===== src/rtl/uart_pkg.sv =====
// Shared UART types and frame constants for the receiver and transmitter.
package uart_pkg;

  // Serial frame line levels
  localparam logic START_BIT = 1'b0;
  localparam logic STOP_BIT  = 1'b1;

  // Receiver state
  typedef enum logic [2:0] {
    RX_IDLE    = 3'd0,
    RX_START   = 3'd1,
    RX_DATA    = 3'd2,
    RX_STOP    = 3'd3,
    RX_RECOVER = 3'd4
  } rx_state_t;

  // Transmitter state
  typedef enum logic [1:0] {
    TX_IDLE  = 2'd0,
    TX_START = 2'd1,
    TX_DATA  = 2'd2,
    TX_STOP  = 2'd3
  } tx_state_t;

  // Total serial bits in one frame: start + data + stop
  function automatic int frame_bits(input int bit_n);
    return bit_n + 2;
  endfunction

endpackage


===== src/rtl/uart_sync2.sv =====
// Two-flop synchronizer for a single asynchronous input bit.
module uart_sync2 #(
  parameter logic RST_VAL = 1'b1
) (
  input  logic clk,
  input  logic rst,
  input  logic d,
  output logic q
);

  logic s1_q;
  logic s2_q;

  // Metastability chain; reset value matches the idle level of the line
  always_ff @(posedge clk or negedge rst) begin
    if (!rst) begin
      s1_q <= RST_VAL;
      s2_q <= RST_VAL;
    end else begin
      s1_q <= d;
      s2_q <= s1_q;
    end
  end

  assign q = s2_q;

endmodule


===== src/rtl/uart_rx.sv =====
// UART receiver: 1 start, BIT_N data bits LSB first, 1 stop, no parity.
// Start bit is confirmed at its midpoint; each following bit is sampled
// one full bit period later, i.e. near its own midpoint.
module uart_rx
  import uart_pkg::*;
#(
  parameter int CLK_PER_BIT = 16,
  parameter int BIT_N       = 8
) (
  input  logic             clk,
  input  logic             rst,
  input  logic             rx_i,
  output logic [BIT_N-1:0] data_o,
  output logic             data_vld_o,
  output logic             frame_err_o,
  output logic             busy_o
);

  localparam int CNT_W = $clog2(CLK_PER_BIT);
  localparam int IDX_W = $clog2(BIT_N) + 1;

  localparam logic [CNT_W-1:0] CNT_MID  = CNT_W'(CLK_PER_BIT / 2 - 1);
  localparam logic [CNT_W-1:0] CNT_END  = CNT_W'(CLK_PER_BIT - 1);
  localparam logic [IDX_W-1:0] IDX_LAST = IDX_W'(BIT_N - 1);

  logic             rx_s;
  rx_state_t        state_q;
  logic [CNT_W-1:0] cnt_q;
  logic [IDX_W-1:0] idx_q;
  logic [BIT_N-1:0] shift_q;
  logic [BIT_N-1:0] data_q;
  logic             vld_q;
  logic             ferr_q;
  logic             busy_q;

  uart_sync2 #(.RST_VAL(1'b1)) u_sync (
    .clk (clk),
    .rst (rst),
    .d   (rx_i),
    .q   (rx_s)
  );

  // Frame FSM, bit timing, data capture and registered output pulses
  always_ff @(posedge clk or negedge rst) begin
    if (!rst) begin
      state_q <= RX_IDLE;
      cnt_q   <= '0;
      idx_q   <= '0;
      shift_q <= '0;
      data_q  <= '0;
      vld_q   <= 1'b0;
      ferr_q  <= 1'b0;
      busy_q  <= 1'b0;
    end else begin
      vld_q  <= 1'b0;
      ferr_q <= 1'b0;
      case (state_q)
        RX_IDLE: begin
          if (rx_s == START_BIT) begin
            state_q <= RX_START;
            cnt_q   <= '0;
            busy_q  <= 1'b1;
          end
        end

        // Re-check the line at mid start bit to reject glitches
        RX_START: begin
          if (cnt_q == CNT_MID) begin
            cnt_q <= '0;
            if (rx_s == START_BIT) begin
              state_q <= RX_DATA;
              idx_q   <= '0;
            end else begin
              state_q <= RX_IDLE;
              busy_q  <= 1'b0;
            end
          end else begin
            cnt_q <= cnt_q + 1'b1;
          end
        end

        RX_DATA: begin
          if (cnt_q == CNT_END) begin
            cnt_q <= '0;
            for (int i = 0; i < BIT_N; i++) begin
              if (idx_q == IDX_W'(i)) shift_q[i] <= rx_s;
            end
            idx_q <= idx_q + 1'b1;
            if (idx_q == IDX_LAST) state_q <= RX_STOP;
          end else begin
            cnt_q <= cnt_q + 1'b1;
          end
        end

        // Leave at mid stop bit so a back-to-back start edge is not missed
        RX_STOP: begin
          if (cnt_q == CNT_END) begin
            cnt_q <= '0;
            if (rx_s == STOP_BIT) begin
              data_q  <= shift_q;
              vld_q   <= 1'b1;
              state_q <= RX_IDLE;
              busy_q  <= 1'b0;
            end else begin
              ferr_q  <= 1'b1;
              state_q <= RX_RECOVER;
            end
          end else begin
            cnt_q <= cnt_q + 1'b1;
          end
        end

        // Wait out a break so a low line yields a single error
        RX_RECOVER: begin
          if (rx_s == STOP_BIT) begin
            state_q <= RX_IDLE;
            busy_q  <= 1'b0;
          end
        end

        default: begin
          state_q <= RX_IDLE;
          busy_q  <= 1'b0;
        end
      endcase
    end
  end

  assign data_o      = data_q;
  assign data_vld_o  = vld_q;
  assign frame_err_o = ferr_q;
  assign busy_o      = busy_q;

endmodule

===== config.mk =====
export PLATFORM = sky130hd
export DESIGN_NAME = uart_rx
export DESIGN_NICKNAME = d
export VERILOG_FILES = /design/src/rtl/uart_pkg.sv /design/src/rtl/uart_sync2.sv /design/src/rtl/uart_rx.sv
export SDC_FILE = /design/constraint.sdc
export NUM_CORES = 1
export LEC_CHECK = 0
export CAP_MARGIN = 40
export CORE_ASPECT_RATIO = 2
export CORE_MARGIN = 2
export CORE_UTILIZATION = 50
export CTS_BUF_LIST = sky130_fd_sc_hd__clkbuf_8 sky130_fd_sc_hd__clkbuf_16
export CTS_CLUSTER_DIAMETER = 60
export DETAILED_ROUTE_END_ITERATION = 10
export PLACE_DENSITY_LB_ADDON = 0.15
export SYNTH_ARGS = -nofsm -noshare
export SYNTH_HDL_FRONTEND = slang
export SYNTH_SLANG_ARGS = --single-unit

===== constraint.sdc =====
create_clock -name clk -period 2.2 [get_ports clk]
set_clock_uncertainty 0.05 [all_clocks]
set_input_delay 0.44 -clock clk [delete_from_list [all_inputs] [get_ports clk]]
set_output_delay 0.44 -clock clk [all_outputs]
set_load 0.01 [all_outputs]

* Word-level counts from Yosys, hierarchy flattened *
Index checks and enable logic that the tools add are counted.

operators by class
  shift-type cells = 0
  add/subtract/negate cells = 2
  reduce and logical (&&, ||, !) cells = 18
  order comparisons = 0
  multipliers = 0
  equality and inequality tests = 20
  bitwise operators = 1
  div/mod/pow operators = 0
  muxes and demuxes = 27

operator list
  cell                   number
  $reduce_and A3 Y1      9
  $mux W3                7
  $eq A4 B3 Y1 const B   5
  $mux W4                5
  $pmux W3 S5            1
  $ne A2 B2 Y1 const B   6
  $pmux W4 S3            1
  $mux W1                10
  $add A4 B1 Y4 const B  2
  $eq A4 B2 Y1 const B   2
  $pmux W4 S2            1
  $reduce_and A4 Y1      2
  $eq A3 B2 Y1 const B   2
  $reduce_and A6 Y1      1
  $pmux W1 S5            1
  $eq A4 B1 Y1 const B   1
  $eq A4 B4 Y1 const B   1
  $logic_not A4 Y1       1
  $eq A3 B1 Y1 const B   1
  $eq A3 B3 Y1 const B   1
  $logic_not A3 Y1       1
  $reduce_bool A3 Y1     1
  $mux W2                1
  $ne A2 B1 Y1 const B   1
  other kinds (4)        4

storage, ports and cells
  bits in latches = 0
  word-level logic and storage cells = 85
  register bits = 32
  ROM bits = 0
  bits in writable memories = 0
  memories = 0

* Longest topological paths before layout *
Gate-level depths: netlist (run 1).

  depth in word-level cells = 4
  mapped depth = 7
  gate-level depth less buffers = 4

* Modules after synthesis *
A second synthesis (run 1) with hierarchy kept.

unflattened totals
  cell total of the unflattened synthesis = 134
  area total of the unflattened synthesis = 1561.5 um2

modules (own cells, without submodules)
  module      area an instance (um2)  cells each  times used
  uart_rx     1508.9                  132         1
  uart_sync2  52.6                    2           1

* Least setup slack after synthesis (run 1) *
No wires, ideal clock.

  path type = flip-flop to flip-flop
  start = register cnt_q[0]
  end = register data_q[0] (netlist: data_o[0])
  data arrival time = 1.609 ns
  setup time = 0.125 ns
  clock period less this slack = 1.784 ns
  cell stages (with the launch flop) = 7
  data required time = 2.025 ns
  slack = 0.416 ns
  path through = dfrtp_1 > ha_1 > buf_2 > nand3_1 > or4_4 > buf_6 > mux2_4

between the ends
  word-level cells in the longest chain between the ends = 2

ends and longest elaborated chain
  what                                RTL line        text
  start: declaration                  uart_rx.sv:28   logic [CNT_W-1:0] cnt_q;
  start signal: assignment            uart_rx.sv:78   cnt_q <= cnt_q + 1'b1;
  start signal: assignment            uart_rx.sv:91   cnt_q <= cnt_q + 1'b1;
  start signal: assignment            uart_rx.sv:109  cnt_q <= cnt_q + 1'b1;
  $eq A4 B4 Y1                        uart_rx.sv:97   if (cnt_q == CNT_END) begin
  $reduce_and A3 Y1 (no source line)  --
  end signal: assignment              uart_rx.sv:100  data_q <= shift_q;
  end: declaration                    uart_rx.sv:31   logic [BIT_N-1:0] data_q;

Every way passes these cells.
A chain may end at the register's enable or synchronous reset.

* Final worst setup path (run 1) *
  start = register cnt_q[0]
  end = register data_q[4] (netlist: data_o[4])

Same word-level chain as after synthesis.

==> results summary, run 1 <==
The final route contains between 1000 and 1500 vias. The clock transition at the registers of the reported paths is 60 ps. Of the total synthesized cell area, the portion taken by XOR and XNOR cells is 0.543%.

The repair_antennas step left the layout with diodes totalling 0. The TritonCTS sink count is 32. The post-synthesis sequential area ratio came out at 49.8%.

The starting utilization of the core area is 51.7%. The congestion estimate from routability-driven global placement came to 0.787. The critical path goes through ha_1, nand3_1, or4_4, mux2_4.

The total I/O pin count is 14. The final setup violation count came out at 0. The required time of the critical path came out at 2320 ps. Row generation in the floorplan step produced 29 rows. In this run the power spent charging and discharging nets is 578 uW.

The post-route clock period utilization is 88.3%. The number of buffer and inverter instances along the worst setup path came out at 0. Measured along the x axis, the die boundary spans 44.2 um.

The worst-case setup slack after placement is 278 ps. Timing would allow up to between 0.5 and 0.6 GHz. After synthesis, the largest family of logic cells by area is simple AND/OR/NAND/NOR gates. The final hold violation count came to 0. The final cell count without fillers is about 180. In the final timing run, aggregate negative setup slack is 0 ps. The height of the die is between 80 and 90 um. For this run the aggregate overflow at the end of global routing stands at 0. The number of global-route vias before repair is 1151. The total number of H-tree levels is 2. Setup repair after global routing left no endpoint under its margin. The cell class contributing the biggest share of worst-path delay is simple AND/OR/NAND/NOR gates. The quantity of hold-fixing buffers added after cts is 0. The type of element capturing the critical path is a flip-flop. The number of nets in the finished design came out at between 150 and 200.

For the finished layout, the period the worst path requires is 1940 ps. The simple logic cell fraction of the synthesized area is between 10% and 20%. The power density over the cells is 963 nW/um^2. The portion of total power attributed to sequential cells is 46.8%. The worst hold path belongs to the class reg2reg. The proportion of netlist area held by the largest area contributor is between 40% and 50%. The floorplan step defined a die boundary enclosing 3730 sq um. Compared with the post-synthesis result, the final layout area differs by 13.5%.

The post-synth net total came out at 144. The maximum fanout along the worst path is 10. The maximum vdd drop came out at 0.615 mV. The total setup buffers inserted after CTS is 0. The global-route wire length before repair is 5420 um. The minimum setup slack in the final design is 257 ps. The clock passes through at most 2 buffers. After detailed routing, the average wire length per cell comes to 17.6 um. The final wirelength came out at 3130 um. The number of synthesized flops with an enable pin came out at 0. Leaving out fill and tap cells, the most frequent cell in the layout is dfrtp_1. The biggest area contributor in the post-synthesis netlist is dfrtp_1. The pin count of the biggest net entering global routing is 33.

By area the synthesized netlist is led by dfrtp_1 (47%), mux2_4 (7.4%), mux2_2 (5.6%). Among all flip-flop cells after synthesis, the most frequent one is dfrtp_1. Cells with a size suffix above 1 make up 21.8% of the layout.

STA classifies the critical path startpoint as a flip-flop. The warning count from the yosys run is 0. Max-cap violations in this run came to 0. The max-slew headroom at the worst pin came out at 67.3%. The synthesized instance count is 136. The number of distinct standard cells referenced by the synthesized netlist came out at 40. Cell internal power was estimated by the tool at 1.19 mW. The synthesized netlist occupies a cell area of about 1600 sq um.

The number of antenna violations at the first check in global routing is 0. The combinational share of power came out at 26.2%. The total of buffers placed on input and output ports is 13.

The transition time at the pin with the least slew margin came out at 488 ps. The adder-cell share of the synthesized area is under 10%. The detailed-router iteration count before antenna repair came out at 4. The post-cts sizing count came out at 0. In this run, synthesis produced a sequential element count of 32. The clock insertion delay at the later pin of the skew report came out at 280 ps. In the synthesized netlist the async set-or-reset flop fraction comes to 100%. The clock network is responsible for ~27% of the overall power.

The global-route usage over all layers is 19.8%. The mean cell area of the mapped netlist came out at 11.9 sq um. The total instance count after detailed placement came out at between 150 and 200. Leaving out fill and tap cells, the most frequent cells in the layout are dfrtp_1 (30), clkdlybuf4s50_1 (13), nand4_1 (10). In this run, the number of DRC markers left after iteration 0 of detailed routing was 37. By startpoint and endpoint, the worst setup path is classified as reg2reg.

Clock tree synthesis selected as its root buffer the cell clkbuf_8. The fraction of power spent switching nets is 32.8%. The portion of synthesized area spent on multiplexers is 14.3%. Summed over all nets, the half-perimeter wirelength after detailed placement is 2240 um.

The detailed-route vias per instance came out at 6.31. The run finished with clean final reports. The total CTS buffers came out at 5. Summed over all cells, the static leakage comes to 0.887 nW. At the worst endpoint, the arrival time is ~2100 ps. The final number of max-transition violations came out at 0. The core box area came out at 3120 sq um. The largest single stage delay on the critical path is about 550 ps.

The synthesized netlist devotes 9.46% of its cell area to compound gates. The largest individual stage delay along the critical path comes from the cell or4_4. The number of remaining DRC errors came out at 0. TritonCTS built the clock tree. The detail route stage leaves a number of antenna-violating nets equal to 0.
==> metal layers <==
| layer | global-route usage, % | vias to the layer above | part of all wire (%) |
|---|---|---|---|
| met4 | 12.4 | 0 | 2.7 |
| li1 | - | 515 | - |
| met3 | 4.09 | 9 | 3.3 |
| met2 | 33.6 | 26 | 57 |
| met5 | 0 | - | 0 |
| met1 | 21.1 | 574 | 37 |
==> logic make-up after synthesis <==
group,count (synthesis)
fa+ha+maj,6
mux,18
flops,32
buf+inv,21
xor+xnor,1
compound gates,20
simple gates,38
==> power by group through the flow <==
stage          sequential, mW  combinational, mW  clock, mW
6_report                0.826              0.462      0.476
5_1_grt                 0.845              0.520      0.508
4_1_cts                 0.822              0.467      0.493
3_5_place_dp            0.832              0.464          0
3_3_place_gp            0.823              0.444          0
2_1_floorplan           0.740              0.445          0
==> path summary, 6_finish.rpt <==
path / from / end / slack (ps) / depth (start not counted)
hold reg to reg: u_sync.s1_q / u_sync.q / 310 / 0
min in group asynchronous: rst / data_o[5] / 510 / 2
max in group asynchronous: rst / u_sync.s1_q / 1270 / 2
setup reg to reg: cnt_q[0] / data_o[4] / 260 / 4
setup / recovery: cnt_q[0] / data_o[4] / 260 / 4
hold / removal: u_sync.s1_q / u_sync.q / 310 / 0
==> through the flow <==
stage | power, mW | cell area, sq um | utilization [%] | hold WS, ps
after global routing | 1.87 | 1830 | 58.7 | 310
final | 1.76 | 1830 | 58.7 | 305
after floorplan | 1.18 | 1610 | - | 94.4
after detailed placement | 1.30 | 1740 | 55.6 | 297
after global placement | 1.27 | 1740 | 55.6 | 297
after CTS | 1.78 | 1830 | 58.7 | 306
==> Yosys cell counts, drive strengths merged, types with 3 or more instances <==
| cell type | instances |
|---|---|
| a211oi | 4 |
| a21oi | 3 |
| and3 | 3 |
| buf | 7 |
| clkbuf | 5 |
| dfrtp | 30 |
| ha | 5 |
| inv | 9 |
| mux2 | 16 |
| nand3 | 5 |
| nand4 | 10 |
| nor2 | 6 |
| nor3b | 3 |
==> layout make-up <==
| cell class | count | area [sq um] |
|---|---|---|
| flip-flops and latches | 32 | 803 |
| repair buffers | 16 | 153 |
| inverters | 9 | 33.8 |
| multi-input cells | 83 | 707 |
| well taps | 31 | 38.8 |
| fillers | 277 | 1290 |
| clock buffers | 7 | 96.3 |
==> registers in the layout, summed over array words and instances (netlist names) <==
signal / cells
shift_q: 8
cnt_q: 4
u_sync.s1_q: 1
frame_err_o: 1
data_vld_o: 1
data_o: 8
state_q: 3
idx_q: 4
busy_o: 1
u_sync.q: 1
No activity file was read; power rests on OpenSTA's default activity.
==> inputs of run 2 (changes only) <==
Settings changed: CORE_MARGIN 2 to unset.
==> results summary, run 2 (synthesis results as in run 1) <==
The number of global-route vias before repair is 1102 (-4.3%). The area added between synthesis and finish came out at 13.0%. The chip width was 42.2 um (-4.5%). The starting utilization of the core area came to 53.6% (+1.8 points). The quantity of hold-fixing buffers added after cts is 0 (unchanged). The top cell types in the final layout, fill and taps aside, are dfrtp_1 (30), clkdlybuf4s50_1 (13), inv_1 (10), nand4_1 (10).

The worst hold path belongs to the class reg2reg. The minimum setup slack in the final design came out at 269 ps (+12.0 ps). The post-layout minimum cycle time came out at 1930 ps (-12.0 ps). The transition time at the pin with the least slew margin came out at 494 ps (+6.21 ps). The die area was 3470 sq um (-6.8%). The clock transition at the registers of the reported paths came out at 60 ps (about the same).

The required time of the critical path is 2310 ps (about the same). The total number of H-tree levels came out at 2 (unchanged). Setup repair after global routing left no endpoint under its margin. The HPWL after detailed placement was 2150 um (-3.9%).

The post-cts sizing count came out at 0 (unchanged). The pin count of the biggest net entering global routing came out at 33 (unchanged). The height of the die is 82.4 um (-2.4%). The TritonCTS sink count came out at 32 (unchanged).

The number of antenna violations at the first check in global routing came to 0 (unchanged). The core box area came out at 3010 sq um (-3.4%). The clock network fraction of total power was 26.0% (-1.0 points). The clock insertion delay at the later pin of the skew report came out at 280 ps (about the same). The number of rows in the core area came out at 28 (-3.4%). The critical path capture point is data_o[4]. The fraction of power spent switching nets came out at 33.5% (+0.68 points).

In this run the critical register-to-register path is launched from cnt_q[0]. The maximum fanout along the worst path is 10 (unchanged). The tightest hold margin is 305 ps (+0.265 ps). The final antenna-violating net count was 0 (unchanged). The count of max-cap constraint violations came to 0 (unchanged). The power density over the cells is 951 nW/um^2 (-1.2%).

The count of routing violations after the opening detailed-route iteration came out at 21 (-43%). The routed length per placed instance came out at 17.0 um (-3.1%). The total I/O pin count came out at 14 (unchanged). The post-route clock period utilization is 87.8% (-0.55 points). The detailed-route vias per instance is 6.12 (-3.0%). The standby leakage power came to 0.891 nW (+0.39%).

The root cell of the clock tree is clkbuf_8. The run finished with clean final reports. The minimum setup slack among reg-to-reg paths is 270 ps (about the same). The final setup violation count is 0 (unchanged). The count of antenna diodes in the layout came out at 0 (unchanged). The worst-case setup slack after placement came out at 289 ps (+11.1 ps). The final wirelength is 3030 um (-3.1%). The global-route usage over all layers is 20.2% (+0.38 points). The worst setup path is launched from a flip-flop. The combinational share of power was 26.7% (+0.5 points). The detailed-router iteration count before antenna repair came out at 4 (unchanged). STA classifies the critical path endpoint as a flip-flop. The total CTS buffers is 5 (unchanged). The total of buffers placed on input and output ports came out at 13 (unchanged). The number of remaining DRC errors is 0 (unchanged). TritonCTS built the clock tree. The design internal power was 1.15 mW (-2.6%).

The global-route wire length before repair came out at 5180 um (-4.5%). In this run the worst setup path begins at cnt_q[0]. The worst setup path is of the reg2reg kind.

The final hold violation count was 0 (unchanged). The number of cells traversed by the worst register-to-register path is 4 (unchanged). The number of nets in the finished design came out at 155 (unchanged). The setup TNS is 0 ps (unchanged).

The switching power summed over all nets came out at 581 uW (+0.41%). The number of buffers on the longest clock path is 2 (unchanged). The final weighted congestion in routability-driven placement came to 0.774 (-1.7%). The critical register-to-register path endpoint is data_o[4]. The total setup buffers inserted after CTS is 0 (unchanged). The share of layout cells above drive strength 1 came out at 20.9% (-0.82 points). The total congestion overflow after global routing is 0 (unchanged). The worst path arrival time is 2040 ps (-20 ps). The maximum vdd drop is 0.681 mV (+11%). The timing-limited maximum frequency came to 0.518 GHz (+0.62%). The portion of total power attributed to sequential cells came out at 47.3% (+0.5 points). Leaving out fill and tap cells, the most frequent cell in the layout is dfrtp_1. The max-slew headroom at the worst pin is 66.9% (-0.42 points). The total via count after detailed routing came to 1090 (-3.0%). The final number of max-transition violations came out at 0 (unchanged).
==> run 2: power groups by stage <==
stage	registers (mW)	logic (mW)	clock network (mW)
floorplan	0.740	0.445	0
global placement	0.823	0.450	0
detailed placement	0.828	0.461	0
CTS	0.816	0.467	0.462
global route	0.840	0.523	0.488
finish	0.822	0.463	0.451
==> run 2: worst max-delay path: stages (launching register included) <==
cell and delay [ps]:
dfrtp_1 400, ha_1 320, nand3_1 150, or4_4 550, mux2_4 330
==> run 2: metal layers <==
| layer | part of all wire, % | global-route usage, % | vias up |
|---|---|---|---|
| li1 | - | - | 517 |
| met1 | 38 | 18.3 | 547 |
| met2 | 58 | 39.8 | 21 |
| met3 | 2.3 | 4.78 | 5 |
| met4 | 2.1 | 10.3 | 0 |
| met5 | 0 | 0 | - |
==> run 2: worst min path at each step <==
stage | startpoint | to | slack (ps) | cells after the start
5_1_grt | u_sync.s1_q | u_sync.q | 310 | 0
3_3_place_gp | u_sync.s1_q | u_sync.q | 300 | 0
6_report | u_sync.s1_q | u_sync.q | 310 | 0
4_1_cts | u_sync.s1_q | u_sync.q | 310 | 0
3_5_place_dp | u_sync.s1_q | u_sync.q | 300 | 0
2_1_floorplan | rst | busy_o | 90 | 0
==> run 2: area by class of cell <==
cell class | count | area [sq um]
multi-input combinational | 83 | 707
clock buffer | 6 | 82.6
sequential | 32 | 803
inverter | 9 | 33.8
tap | 30 | 37.5
clock inverter | 2 | 7.51
timing repair buffer | 16 | 153
fill | 248 | 1190
==> run 2: metrics by stage <==
step           cells  area [sq um]  utilization (%)  total power [mW]
2_1_floorplan    136          1610                -              1.18
3_3_place_gp     170          1730             57.6              1.27
3_5_place_dp     170          1730             57.6              1.29
4_1_cts          178          1820             60.5              1.74
5_1_grt          178          1820             60.5              1.85
6_report         178          1820             60.5              1.74
==> inputs of run 3 (changes only) <==
Settings changed: CTS_CLUSTER_SIZE set to 12, HOLD_SLACK_MARGIN set to 0.1.
==> results of run 3 <==
Final layout, timing and power as in run 2 (identical DEF).
